==> src/rtl/multicycle_main_control.sv <==
// Multicycle MIPS main control FSM: decodes the IR opcode and sequences the
// per-state datapath controls, stretching memory accesses to MEM_LAT cycles.
module multicycle_main_control #(
    parameter int MEM_LAT = 1
) (
    input  logic       clk,
    input  logic       reset,
    input  logic [5:0] opcode,
    output logic       pc_write,
    output logic       pc_write_cond,
    output logic       branch_ne,
    output logic       i_or_d,
    output logic       mem_read,
    output logic       mem_write,
    output logic       ir_write,
    output logic       mem_to_reg,
    output logic       reg_dst,
    output logic       reg_write,
    output logic       alu_src_a,
    output logic [1:0] alu_src_b,
    output logic [1:0] pc_source,
    output logic       aluOP1,
    output logic       aluOP2,
    output logic       illegal_op,
    output logic [3:0] state
);

    typedef enum logic [3:0] {
        FETCH     = 4'd0,
        DECODE    = 4'd1,
        MEMADR    = 4'd2,
        MEMREAD   = 4'd3,
        MEMWB     = 4'd4,
        MEMWRITE  = 4'd5,
        EXECUTE   = 4'd6,
        RCOMPLETE = 4'd7,
        BRANCH    = 4'd8,
        JUMP      = 4'd9,
        ADDI_EX   = 4'd10,
        ADDI_WB   = 4'd11,
        IDLE      = 4'd15
    } state_t;

    typedef struct packed {
        logic       pc_write;
        logic       pc_write_cond;
        logic       branch_ne;
        logic       i_or_d;
        logic       mem_read;
        logic       mem_write;
        logic       ir_write;
        logic       mem_to_reg;
        logic       reg_dst;
        logic       reg_write;
        logic       alu_src_a;
        logic [1:0] alu_src_b;
        logic [1:0] pc_source;
        logic [1:0] alu_op;
    } ctrl_t;

    localparam logic [5:0] OP_RTYPE = 6'b000000;
    localparam logic [5:0] OP_LW    = 6'b100011;
    localparam logic [5:0] OP_SW    = 6'b101011;
    localparam logic [5:0] OP_BEQ   = 6'b000100;
    localparam logic [5:0] OP_BNE   = 6'b000101;
    localparam logic [5:0] OP_J     = 6'b000010;
    localparam logic [5:0] OP_ADDI  = 6'b001000;
    localparam logic [3:0] LAST     = 4'(MEM_LAT - 1);

    state_t     cur, nxt;
    logic [3:0] cnt, nxt_cnt;
    logic [5:0] op_q, nxt_op;
    logic       ill, nxt_ill;
    ctrl_t      ctrl;

    // Control word for a given (state, last-wait-cycle, latched opcode).
    function automatic ctrl_t decode_ctrl(input state_t s, input logic last, input logic [5:0] op);
        ctrl_t c;
        c = '0;
        case (s)
            FETCH: begin
                c.mem_read  = 1'b1;
                c.alu_src_b = 2'b01;
                c.ir_write  = last;
                c.pc_write  = last;
            end
            DECODE:  c.alu_src_b = 2'b11;
            MEMADR, ADDI_EX: begin
                c.alu_src_a = 1'b1;
                c.alu_src_b = 2'b10;
            end
            MEMREAD: begin
                c.mem_read = 1'b1;
                c.i_or_d   = 1'b1;
            end
            MEMWB: begin
                c.reg_write  = 1'b1;
                c.mem_to_reg = 1'b1;
            end
            MEMWRITE: begin
                c.mem_write = 1'b1;
                c.i_or_d    = 1'b1;
            end
            EXECUTE: begin
                c.alu_src_a = 1'b1;
                c.alu_op    = 2'b10;
            end
            RCOMPLETE: begin
                c.reg_write = 1'b1;
                c.reg_dst   = 1'b1;
            end
            BRANCH: begin
                c.alu_src_a     = 1'b1;
                c.alu_op        = 2'b01;
                c.pc_write_cond = 1'b1;
                c.pc_source     = 2'b01;
                c.branch_ne     = (op == OP_BNE);
            end
            JUMP: begin
                c.pc_write  = 1'b1;
                c.pc_source = 2'b10;
            end
            ADDI_WB: c.reg_write = 1'b1;
            default: c = '0;
        endcase
        return c;
    endfunction

    always_comb begin
        nxt     = cur;
        nxt_op  = op_q;
        nxt_ill = ill;
        case (cur)
            IDLE:     nxt = FETCH;
            FETCH:    if (cnt == LAST) nxt = DECODE;
            DECODE: begin
                nxt_op = opcode;
                case (opcode)
                    OP_RTYPE:       nxt = EXECUTE;
                    OP_LW, OP_SW:   nxt = MEMADR;
                    OP_BEQ, OP_BNE: nxt = BRANCH;
                    OP_J:           nxt = JUMP;
                    OP_ADDI:        nxt = ADDI_EX;
                    default: begin
                        nxt     = FETCH;
                        nxt_ill = 1'b1;
                    end
                endcase
            end
            MEMADR:   nxt = (op_q == OP_LW) ? MEMREAD : MEMWRITE;
            MEMREAD:  if (cnt == LAST) nxt = MEMWB;
            MEMWRITE: if (cnt == LAST) nxt = FETCH;
            EXECUTE:  nxt = RCOMPLETE;
            ADDI_EX:  nxt = ADDI_WB;
            default:  nxt = FETCH;
        endcase
        // Only the memory wait states ever hold, so any state change restarts the count.
        nxt_cnt = (nxt == cur) ? cnt + 4'd1 : 4'd0;
    end

    // Outputs are registered from the next state so they line up with the state register.
    always_ff @(posedge clk or posedge reset) begin
        if (reset) begin
            cur  <= IDLE;
            cnt  <= 4'd0;
            op_q <= 6'd0;
            ill  <= 1'b0;
            ctrl <= '0;
        end else begin
            cur  <= nxt;
            cnt  <= nxt_cnt;
            op_q <= nxt_op;
            ill  <= nxt_ill;
            ctrl <= decode_ctrl(nxt, nxt_cnt == LAST, nxt_op);
        end
    end

    assign pc_write      = ctrl.pc_write;
    assign pc_write_cond = ctrl.pc_write_cond;
    assign branch_ne     = ctrl.branch_ne;
    assign i_or_d        = ctrl.i_or_d;
    assign mem_read      = ctrl.mem_read;
    assign mem_write     = ctrl.mem_write;
    assign ir_write      = ctrl.ir_write;
    assign mem_to_reg    = ctrl.mem_to_reg;
    assign reg_dst       = ctrl.reg_dst;
    assign reg_write     = ctrl.reg_write;
    assign alu_src_a     = ctrl.alu_src_a;
    assign alu_src_b     = ctrl.alu_src_b;
    assign pc_source     = ctrl.pc_source;
    assign aluOP1        = ctrl.alu_op[1];
    assign aluOP2        = ctrl.alu_op[0];
    assign illegal_op    = ill;
    assign state         = cur;

endmodule

==> config.mk <==
export PLATFORM = sky130hd
export DESIGN_NAME = multicycle_main_control
export DESIGN_NICKNAME = d
export VERILOG_FILES = /design/src/rtl/multicycle_main_control.sv
export SDC_FILE = /design/constraint.sdc
export NUM_CORES = 1
export LEC_CHECK = 0
export ABC_AREA = 0
export CAP_MARGIN = 10
export CORE_ASPECT_RATIO = 1.4
export CORE_MARGIN = 2
export CORE_UTILIZATION = 56
export DETAILED_ROUTE_END_ITERATION = 10
export DONT_BUFFER_PORTS = 1
export PLACE_DENSITY = 0.74
export SYNTH_ARGS = -nofsm -noshare
export SYNTH_HDL_FRONTEND = slang
export SYNTH_SLANG_ARGS = --single-unit
==> constraint.sdc <==
create_clock -name clk -period 1.9 [get_ports clk]
set_clock_uncertainty 0.1 [all_clocks]
set_input_delay 0.475 -clock clk [delete_from_list [all_inputs] [get_ports clk]]
set_output_delay 0.475 -clock clk [all_outputs]
set_load 0.05 [all_outputs]
==> results of run 1 <==
## how the worst max path moves through the flow
stage                     endpoint                from  depth (start not counted)  slack, ns
2_1_floorplan  branch_ne$_DFF_PP0_  state[0]$_DFF_PP1_                          5      -0.14
6_report        pc_write$_DFF_PP0_    cnt[0]$_DFF_PP0_                          7      -0.15
3_5_place_dp   branch_ne$_DFF_PP0_    cnt[0]$_DFF_PP0_                          7      -0.23
3_3_place_gp    pc_write$_DFF_PP0_    cnt[0]$_DFF_PP0_                          8      -0.19
5_1_grt         pc_write$_DFF_PP0_    cnt[0]$_DFF_PP0_                          8      -0.25
4_1_cts         pc_write$_DFF_PP0_  state[2]$_DFF_PP1_                          6      -0.12
## synth_stat cells (2+ instances only)
cell       n
a21oi_1    4
a31oi_1    2
a32oi_1    2
and3_1     2
buf_2      2
buf_4      4
dfrtp_1   26
dfstp_2    4
ha_1       2
inv_1     11
mux2_2     5
nand2_1    6
nand2b_1   4
nand3_1    4
nand3b_1   2
nand4_1    2
nor2_1     7
nor2b_1    6
nor3_1     8
nor3b_1    3
nor3b_2    2
nor4_1     4
nor4b_1    3
o21ai_0    7
xnor2_1    2
## cells by family (layout without fill, tap and decap cells)
group,Yosys count,after routing
AOI/OAI and AO/OA,33,33
xor gates and xnor gates,3,3
adders and majority gates,2,2
buffers and inverters,19,71
DFF,30,30
muxes,5,5
and+or+nand+nor,64,64
## worst max-delay path, cell delays in order, from the launching register on
cell and delay, ns:
dfrtp_1 0.39, inv_2 0.09, ha_4 0.14, nor3b_4 0.25
o2bb2ai_2 0.09, a221o_1 0.39, or2_4 0.30, o31ai_2 0.21
## metal layers
metal  global-route usage, %  part of all wire (%)
met2                    60.5                    56
met4                    12.2                   3.7
met1                    31.8                    35
met3                    6.25                   5.5
met5                       0                     0
## through the flow
| step | setup TNS, ns | cell area [sq um] | hold WS [ns] | total power [W] |
|---|---|---|---|---|
| 2_1_floorplan | -0.422 | 1690 | 0.367 | 0.00176 |
| 3_3_place_gp | -1.08 | 2000 | 0.353 | 0.00212 |
| 3_5_place_dp | -1.58 | 2000 | 0.359 | 0.00216 |
| 4_1_cts | -0.736 | 2280 | 0.0702 | 0.00291 |
| 5_1_grt | -2.46 | 2370 | 0.107 | 0.00316 |
| 6_report | -1.22 | 2370 | 0.0536 | 0.00302 |
## power groups by stage
stage | clock network, W | registers, W | logic, W
finish | 0.000528 | 0.00111 | 0.00139
detailed placement | 0 | 0.00111 | 0.00105
CTS | 0.000531 | 0.00110 | 0.00127
floorplan | 0 | 0.00115 | 0.000609
global route | 0.000560 | 0.00112 | 0.00148
global placement | 0 | 0.00110 | 0.00103
## cell type report
class / instances / area [sq um]
clock buffers: 6 / 82.6
well taps: 37 / 46.3
repair buffers: 52 / 428
fillers: 141 / 482
inverters: 11 / 41.3
clock inverters: 2 / 12.5
flip-flops and latches: 30 / 771
multi-input cells: 107 / 986
## timing repair
action	4_1_cts	5_1_grt
setup buffers	12	0
gates cloned	1	0
endpoints found under the setup margin	14	17
resized for setup	24	20
pin swaps	9	11
## layout by cell type, fill, tap and decap left out, types with 2 or more instances in the layout
master,n
nand3_1,3
o21ai_2,2
nand2b_1,3
nor2b_1,3
inv_2,3
nor4b_2,2
nand3b_1,2
nand4_1,2
a21oi_1,3
nor4_2,2
nor3_2,2
a31oi_1,2
nor2_1,5
nor2_2,2
dfstp_4,4
nand2_1,5
a32oi_2,2
buf_4,42
nor3_1,6
o21ai_0,6
xnor2_1,2
buf_6,10
nor4_4,2
inv_1,8
nor4b_1,2
nor3b_1,3
a221oi_2,2
clkbuf_8,6
nor2b_2,3
dfrtp_1,26
mux2_2,4
nor3b_2,2
==> impl.org, run 1 <==
** Cells and area
- Number of flip-flops in the largest register :: 6
- Largest register by flop count :: op_q
- The finished layout holds between 200 and 250 standard cells, fillers aside.
- Proportion of layout cells with a drive suffix above 1 :: between 50% and 60%
- The number of antenna diodes in the final layout is 0.
- Final core utilization :: 83.1%
- Area growth syn-to-layout :: 41.5%
- Net count, final :: ~220

** Worst setup path
- STA classifies the critical path endpoint as a register.
- Top fanout value on the critical path :: 5
- Startpoint type of the worst setup path :: register
- Measured in cells, the most critical reg-to-reg path has a length of 7.
- Kind of critical path :: register to register
- The endpoint identified for the worst register-to-register timing path is pc_write$_DFF_PP0_.
- Reg2reg setup slack :: -0.15 ns
- Launch instance of the worst register-to-register path :: cnt[0]$_DFF_PP0_
- STA puts the critical path data required time at around 2.0 ns.
- Worst Path Arrival :: 2.14 ns

** Floorplanning
- Floorplan die height :: just under 70 microns
- The die is 50.2 microns wide.
- The initial utilization of the core area, before any placement, comes to 58.7%.
- Pin placement for this block handled 30 I/O pins.
- Area of the core region :: 0.00285 sq mm
- The die covers 0.00345 sq mm.
- The floorplan has 23 rows.

** Drt
- Number of DRC markers after the initial detailed-route iteration :: 43
- Wire length per cell :: 20.1 microns
- The detailed router placed 1519 vias in this run.
- Drc violations :: 0
- After detailed routing, the total wire length is 4920 microns.
- Total iterations of the first detailed-routing run :: 4
- Detail-routed via count per cell :: 6.20
- Post-detailed-route count of antenna-violating nets :: 0

** Yosys
- EDFF count, synth :: 0
- dfrtp_1 takes more of the synthesized area than any other cell.
- By area the synthesized netlist is led by dfrtp_1 39%, dfstp_2 6.3%, mux2_2 3.4%.
- For this run, the register share of the synthesized area comes to 45.2%.
- By area, the combinational part of the netlist is dominated by simple AND/OR/NAND/NOR gates.
- Fraction of post-synthesis cell area in the top cell type by area :: 38.9%
- Dividing the synthesized area by the synthesized cell count gives roughly 11 sq um.
- Synth warnings :: 0
- Multiplexer cells account for 3.37% of the synthesized area.
- Summing the areas of all and, or, nand and nor instances in the mapped netlist gives 27.2% of the synthesized area.
- The synthesized netlist devotes 15.4% of its cell area to compound gates.
- After synthesis, the share of flip-flops with an asynchronous set or reset is 100%.
- The number of nets in the synthesized netlist is 166.
- Number of different library cells in the post-synthesis netlist :: 57
- After Yosys synthesis, XOR and XNOR cells account for roughly 1.6% of the synthesized area.
- For this run, the leading register cell type out of synthesis is dfrtp_1.
- Gate count after technology mapping :: 156
- Synthesis-stage register bit count :: 30
- In this run the cell area of the synthesized design comes to 0.00167 sq mm.
- Synth Area in Adders :: 1.50%

** Global route
- Entering global routing, the biggest net connects 31 pins.
- Global routing used 30.9% of the available tracks.
- Antenna violations before repair :: 0
- Global-route wire length before repair :: 7840 microns
- Sum of overflow across all layers after global routing :: 0
- Vias in the first global route :: 1586

** Clock tree
- For the worst-skew pair, the clock arrives at the later sink with an insertion delay of 0.28 ns.
- The H-tree generated during clock tree synthesis spans 2 levels.
- Clock root buffer master :: clkbuf_8
- Number of buffers created by CTS :: 5
- Counting along the longest clock path gives a buffer depth of 2.
- Clock transition at the registers of the reported paths :: ~0.060 ns
- Hold-fix buffers at CTS :: 0
- TritonCTS built the clock tree.
- Clock tree sinks :: 30

** Timing
- Setup slack after layout :: -0.153 ns
- Counting I/O delays and the setup requirement, the final critical path takes 2.05 ns.
- The number of slew-limit violations in the final report was 0.
- Setup repair after global routing could not meet its margin everywhere.
- Setup violations remaining at the end of the flow were counted as 15.
- For this run, the top clock speed supported by timing is 0.487 GHz.
- In the finished design, the share of the clock period the worst path needs comes to 108%.
- For the pin with the worst max-slew slack, the measured transition is 0.497 ns.
- Measured against its own limit, the worst slew margin works out to 66.7%.
- Final-report hold violation count :: 0

** Power
- Summed over all cells, the static leakage comes to between 1 and 1.5 nW.
- The worst-case IR drop observed on VDD is roughly 1000 uV.
- Net load switching power :: 0.00121 W
- Clock network power share :: between 10% and 20%
- Dividing total power by cell area gives a power density of 1280 mW/mm^2.
- Portion of total power attributed to combinational logic :: 45.9%
- Seq pwr share :: 36.6%
- In this run switching power makes up 40.2% of total power.
- Internal portion of total power :: 0.00180 W

** Run status
- The final reports fail on negative setup slack.
- The flow ran to the end, but the final reports show violations.

** Min path
- The worst hold path belongs to the class input pin to async pin.

** Flow run
- Max-cap violation count :: 0

** Placed design
- Counting tap cells, the placed design contains a total of 227 instances.
- OpenSTA, run right after detailed placement, puts the worst setup slack at -0.235 ns.
- After legalization and detailed placement, the total HPWL measured 3160 microns.
- Number of buffer cells added on primary ports :: 0
- Routability-driven placement finished with a final weighted congestion of 0.879.
Note: power is estimated with default switching activity, not from simulation.
==> run 2, diff against run 1 <==
Settings changed: CORE_UTILIZATION 56 to 62, PLACE_DENSITY 0.74 to 0.78.
Clock period 1.9 ns to 2.2 ns, I/O delays scaled along.
==> impl.org, run 2 (synthesis results as in run 1) <==
** Timing
- Final clock period utilization by the worst path :: 96.7% (was 108%)
- Final setup violation count :: 0 (was 15)
- Highest clock frequency the design can meet :: 0.470 GHz (was 0.487 GHz)
- Final-report hold violation count :: 0 (unchanged)
- Setup slack after layout :: 0.0730 ns (was -0.153 ns)
- The number of slew-limit violations in the final report was 0 (unchanged).
- Transition time at the pin with the least slew margin :: 0.600 ns (was 0.497 ns)
- Tightest slew margin relative to the limit :: 59.5% (was 66.7%)
- The shortest period the worst path allows was 2.13 ns (was 2.05 ns).

** Floorplanning
- The total I/O pin count came to 30 (unchanged).
- Starting density of the core :: 64.7% (was 58.7%)
- The row count came to 22 (was 23).
- The die height is 65.5 microns (was 68.7 microns).
- The area of the die is 0.00314 sq mm (was 0.00345 sq mm).
- The width of the chip came to 47.9 microns (was 50.2 microns).
- Area of the core region :: 0.00259 sq mm (was 0.00285 sq mm)

** Flow run
- The count of maximum capacitance violations came to 0 (unchanged).

** Placed design
- Number of buffer cells added on primary ports :: 0 (unchanged)
- The post-detailed-placement half-perimeter wirelength was 2930 microns (was 3160 microns).
- Post-Place Cells :: 197 (was 227)
- Routability cong. :: 0.890 (was 0.879)
- Worst Setup Slack post-DPL :: 0.0374 ns (was -0.235 ns)
- The cell area after placement came to 0.00176 sq mm (was 0.00200 sq mm).

** Cells and area
- Filler instances :: 205 (was 141)
- Area growth syn-to-layout :: 13.9% (was 41.5%)
- Final non-filler cell total :: 209 (was 245)
- Final core utilization :: 73.6% (was 83.1%)
- Commonest non-fill, non-tap cell in the layout :: dfrtp_1 (was buf_4)
- The number of diodes added for antenna fixing was 0 (unchanged).
- Summed area of non-filler cells in the final layout :: 0.00191 sq mm (was 0.00237 sq mm)
- The final net count is 182 (was 217).
- Number of flip-flops in the largest register :: 6 (unchanged)
- Most used cells in the layout excluding fill and tap cells :: 26 x dfrtp_1, 17 x buf_4, 11 x inv_1 (was 42 x buf_4, 26 x dfrtp_1, 10 x buf_6)
- Proportion of layout cells with a drive suffix above 1 :: 31.2% (was 53.4%)
- Largest register by flop count :: op_q (unchanged)

** Worst setup path
- The worst endpoint data arrival time is 2.23 ns (was 2.14 ns).
- Data required time of the worst path :: 2.30 ns (was 1.99 ns)
- Kind of critical path :: register to register (unchanged)
- Category of the worst setup path capture point :: register (unchanged)
- The flop-to-flop setup slack came to 0.07 ns (was -0.15 ns).
- Startpoint type of the worst setup path :: register (unchanged)
- The maximum net fanout on the critical path came to 5 (unchanged).

** Power
- Switch share :: 43.8% (was 40.2%)
- Clock network power share :: 14.7% (was 17.5%)
- Portion of total power attributed to combinational logic :: 40.7% (was 45.9%)
- The sequential share of power was 44.6% (was 36.6%).
- The highest ir drop seen on vdd came to 875 uV (was 1030 uV).
- The total chip power came to 0.00210 W (was 0.00302 W).
- The switching power of the nets was 0.000920 W (was 0.00121 W).
- The power density over the cells is 1100 mW/mm^2 (was 1280 mW/mm^2).
- Internal portion of total power :: 0.00118 W (was 0.00180 W)
- The leakage component of the power was 0.790 nW (was 1.03 nW).

** Run status
- Status :: finished clean (was finished, violations left)

** Drt
- The total iterations of the first detailed-routing run was 4 (unchanged).
- The post-detailed-route wirelength per cell was 19.7 microns (was 20.1 microns).
- The via density per instance is 6.40 (was 6.20).
- Post-detailed-route count of antenna-violating nets :: 0 (unchanged)
- WL final :: 4110 microns (was 4920 microns)
- Drc violations :: 0 (unchanged)
- Routed vias :: 1337 (was 1519)
- The number of DRC violations after detailed-routing iteration 0 is 36 (was 43).

** Global route
- Maximum number of pins on one net before global-route repair :: 31 (unchanged)
- Sum of overflow across all layers after global routing :: 0 (unchanged)
- The number of antenna violations at the first check in global routing is 0 (unchanged).
- Vias in the first global route :: 1411 (was 1586)
- The overall fraction of global-route tracks in use is 29.0% (was 30.9%).
- Global-route wire length before repair :: 6450 microns (was 7840 microns)

** Clock tree
- The clock sink count came to 30 (unchanged).
- Largest buffer count on any clock path :: 2 (unchanged)
- Clock H-tree levels :: 2 (unchanged)
- The clock latency at the later pin of the worst-skew pair was 0.33 ns (was 0.28 ns).
- Number of buffers created by CTS :: 5 (unchanged)
- TritonCTS clock tree :: yes (unchanged)
- Clock transition at the registers of the reported paths :: 0.10 ns (was 0.06 ns)
- The cell at the root of the clock tree is clkbuf_4 (was clkbuf_8).

** Min path
- Type of the worst min-delay path :: input pin to async pin (unchanged)
-- run 2: cell types whose count changed in the layout (fill, tap and decap cells not counted), moves of 3 or more --
cell      change
buf_4        -25
buf_6        -10
clkbuf_4      +5
clkbuf_8      -6
dfstp_2       +4
dfstp_4       -4
inv_1         +3
inv_2         -3
-- run 2: timing repair --
action,CTS,global route
setup endpoints to repair,0,3
hold buffers,0,0
buffers inserted,0,4
gates resized for setup,0,10
-- run 2: power by group through the flow --
stage	logic (W)	registers, W	clock network [W]
2_1_floorplan	0.000520	0.000985	0
3_3_place_gp	0.000720	0.000940	0
3_5_place_dp	0.000747	0.000946	0
4_1_cts	0.000750	0.000935	0.000315
5_1_grt	0.000921	0.000955	0.000336
6_report	0.000855	0.000936	0.000310
-- run 2: worst max-delay path: stages, from the launching register on --
cell and delay [ns]:
dfrtp_1 0.42, inv_1 0.06, ha_2 0.18, nor3b_4 0.16, buf_4 0.17, a221oi_4 0.34
a211oi_4 0.10, nor4_4 0.39, nor3_1 0.09
-- run 2: per-stage QoR --
| stage | hold WS (ns) | TNS, ns |
|---|---|---|
| 6_report | 0.0654 | 0 |
| 5_1_grt | 0.0951 | -0.0213 |
| 4_1_cts | 0.0737 | 0 |
| 3_5_place_dp | 0.397 | 0 |
| 3_3_place_gp | 0.381 | 0 |
| 2_1_floorplan | 0.367 | 0 |
-- run 2: final timing paths --
path	from	end	depth (start not counted)
min in group clk	opcode[3]	op_q[3]$_DFF_PP0_	1
max in group asynchronous	reset	state[2]$_DFF_PP1_	2
worst min-delay path	reset	op_q[3]$_DFF_PP0_	2
worst min register to register	cnt[0]$_DFF_PP0_	cnt[0]$_DFF_PP0_	1
worst max register to register	cnt[1]$_DFF_PP0_	ir_write$_DFF_PP0_	8
worst max-delay path	cnt[1]$_DFF_PP0_	ir_write$_DFF_PP0_	8
-- run 2: layout make-up --
type / instances / area [sq um] / area share, %
Inverter: 11 / 41.3 / 2.17
Clock inverter: 2 / 10.0 / 0.525
Timing Repair Buffer: 17 / 128 / 6.70
Tap cell: 36 / 45.0 / 2.36
Clock buffer: 6 / 41.3 / 2.17
Sequential cell: 30 / 756 / 39.7
Multi-Input combinational cell: 107 / 885 / 46.4
-- run 2: routing by layer --
metal  GRT usage [%]  wire (microns)  vias up  part of all wire (%)
li1                -               -      609                     -
met4            16.9             181        0                   4.4
met2            46.5            2240       41                    54
met5               0               0        -                     0
met3            9.34             165       19                   4.0
met1            31.9            1520      668                    37
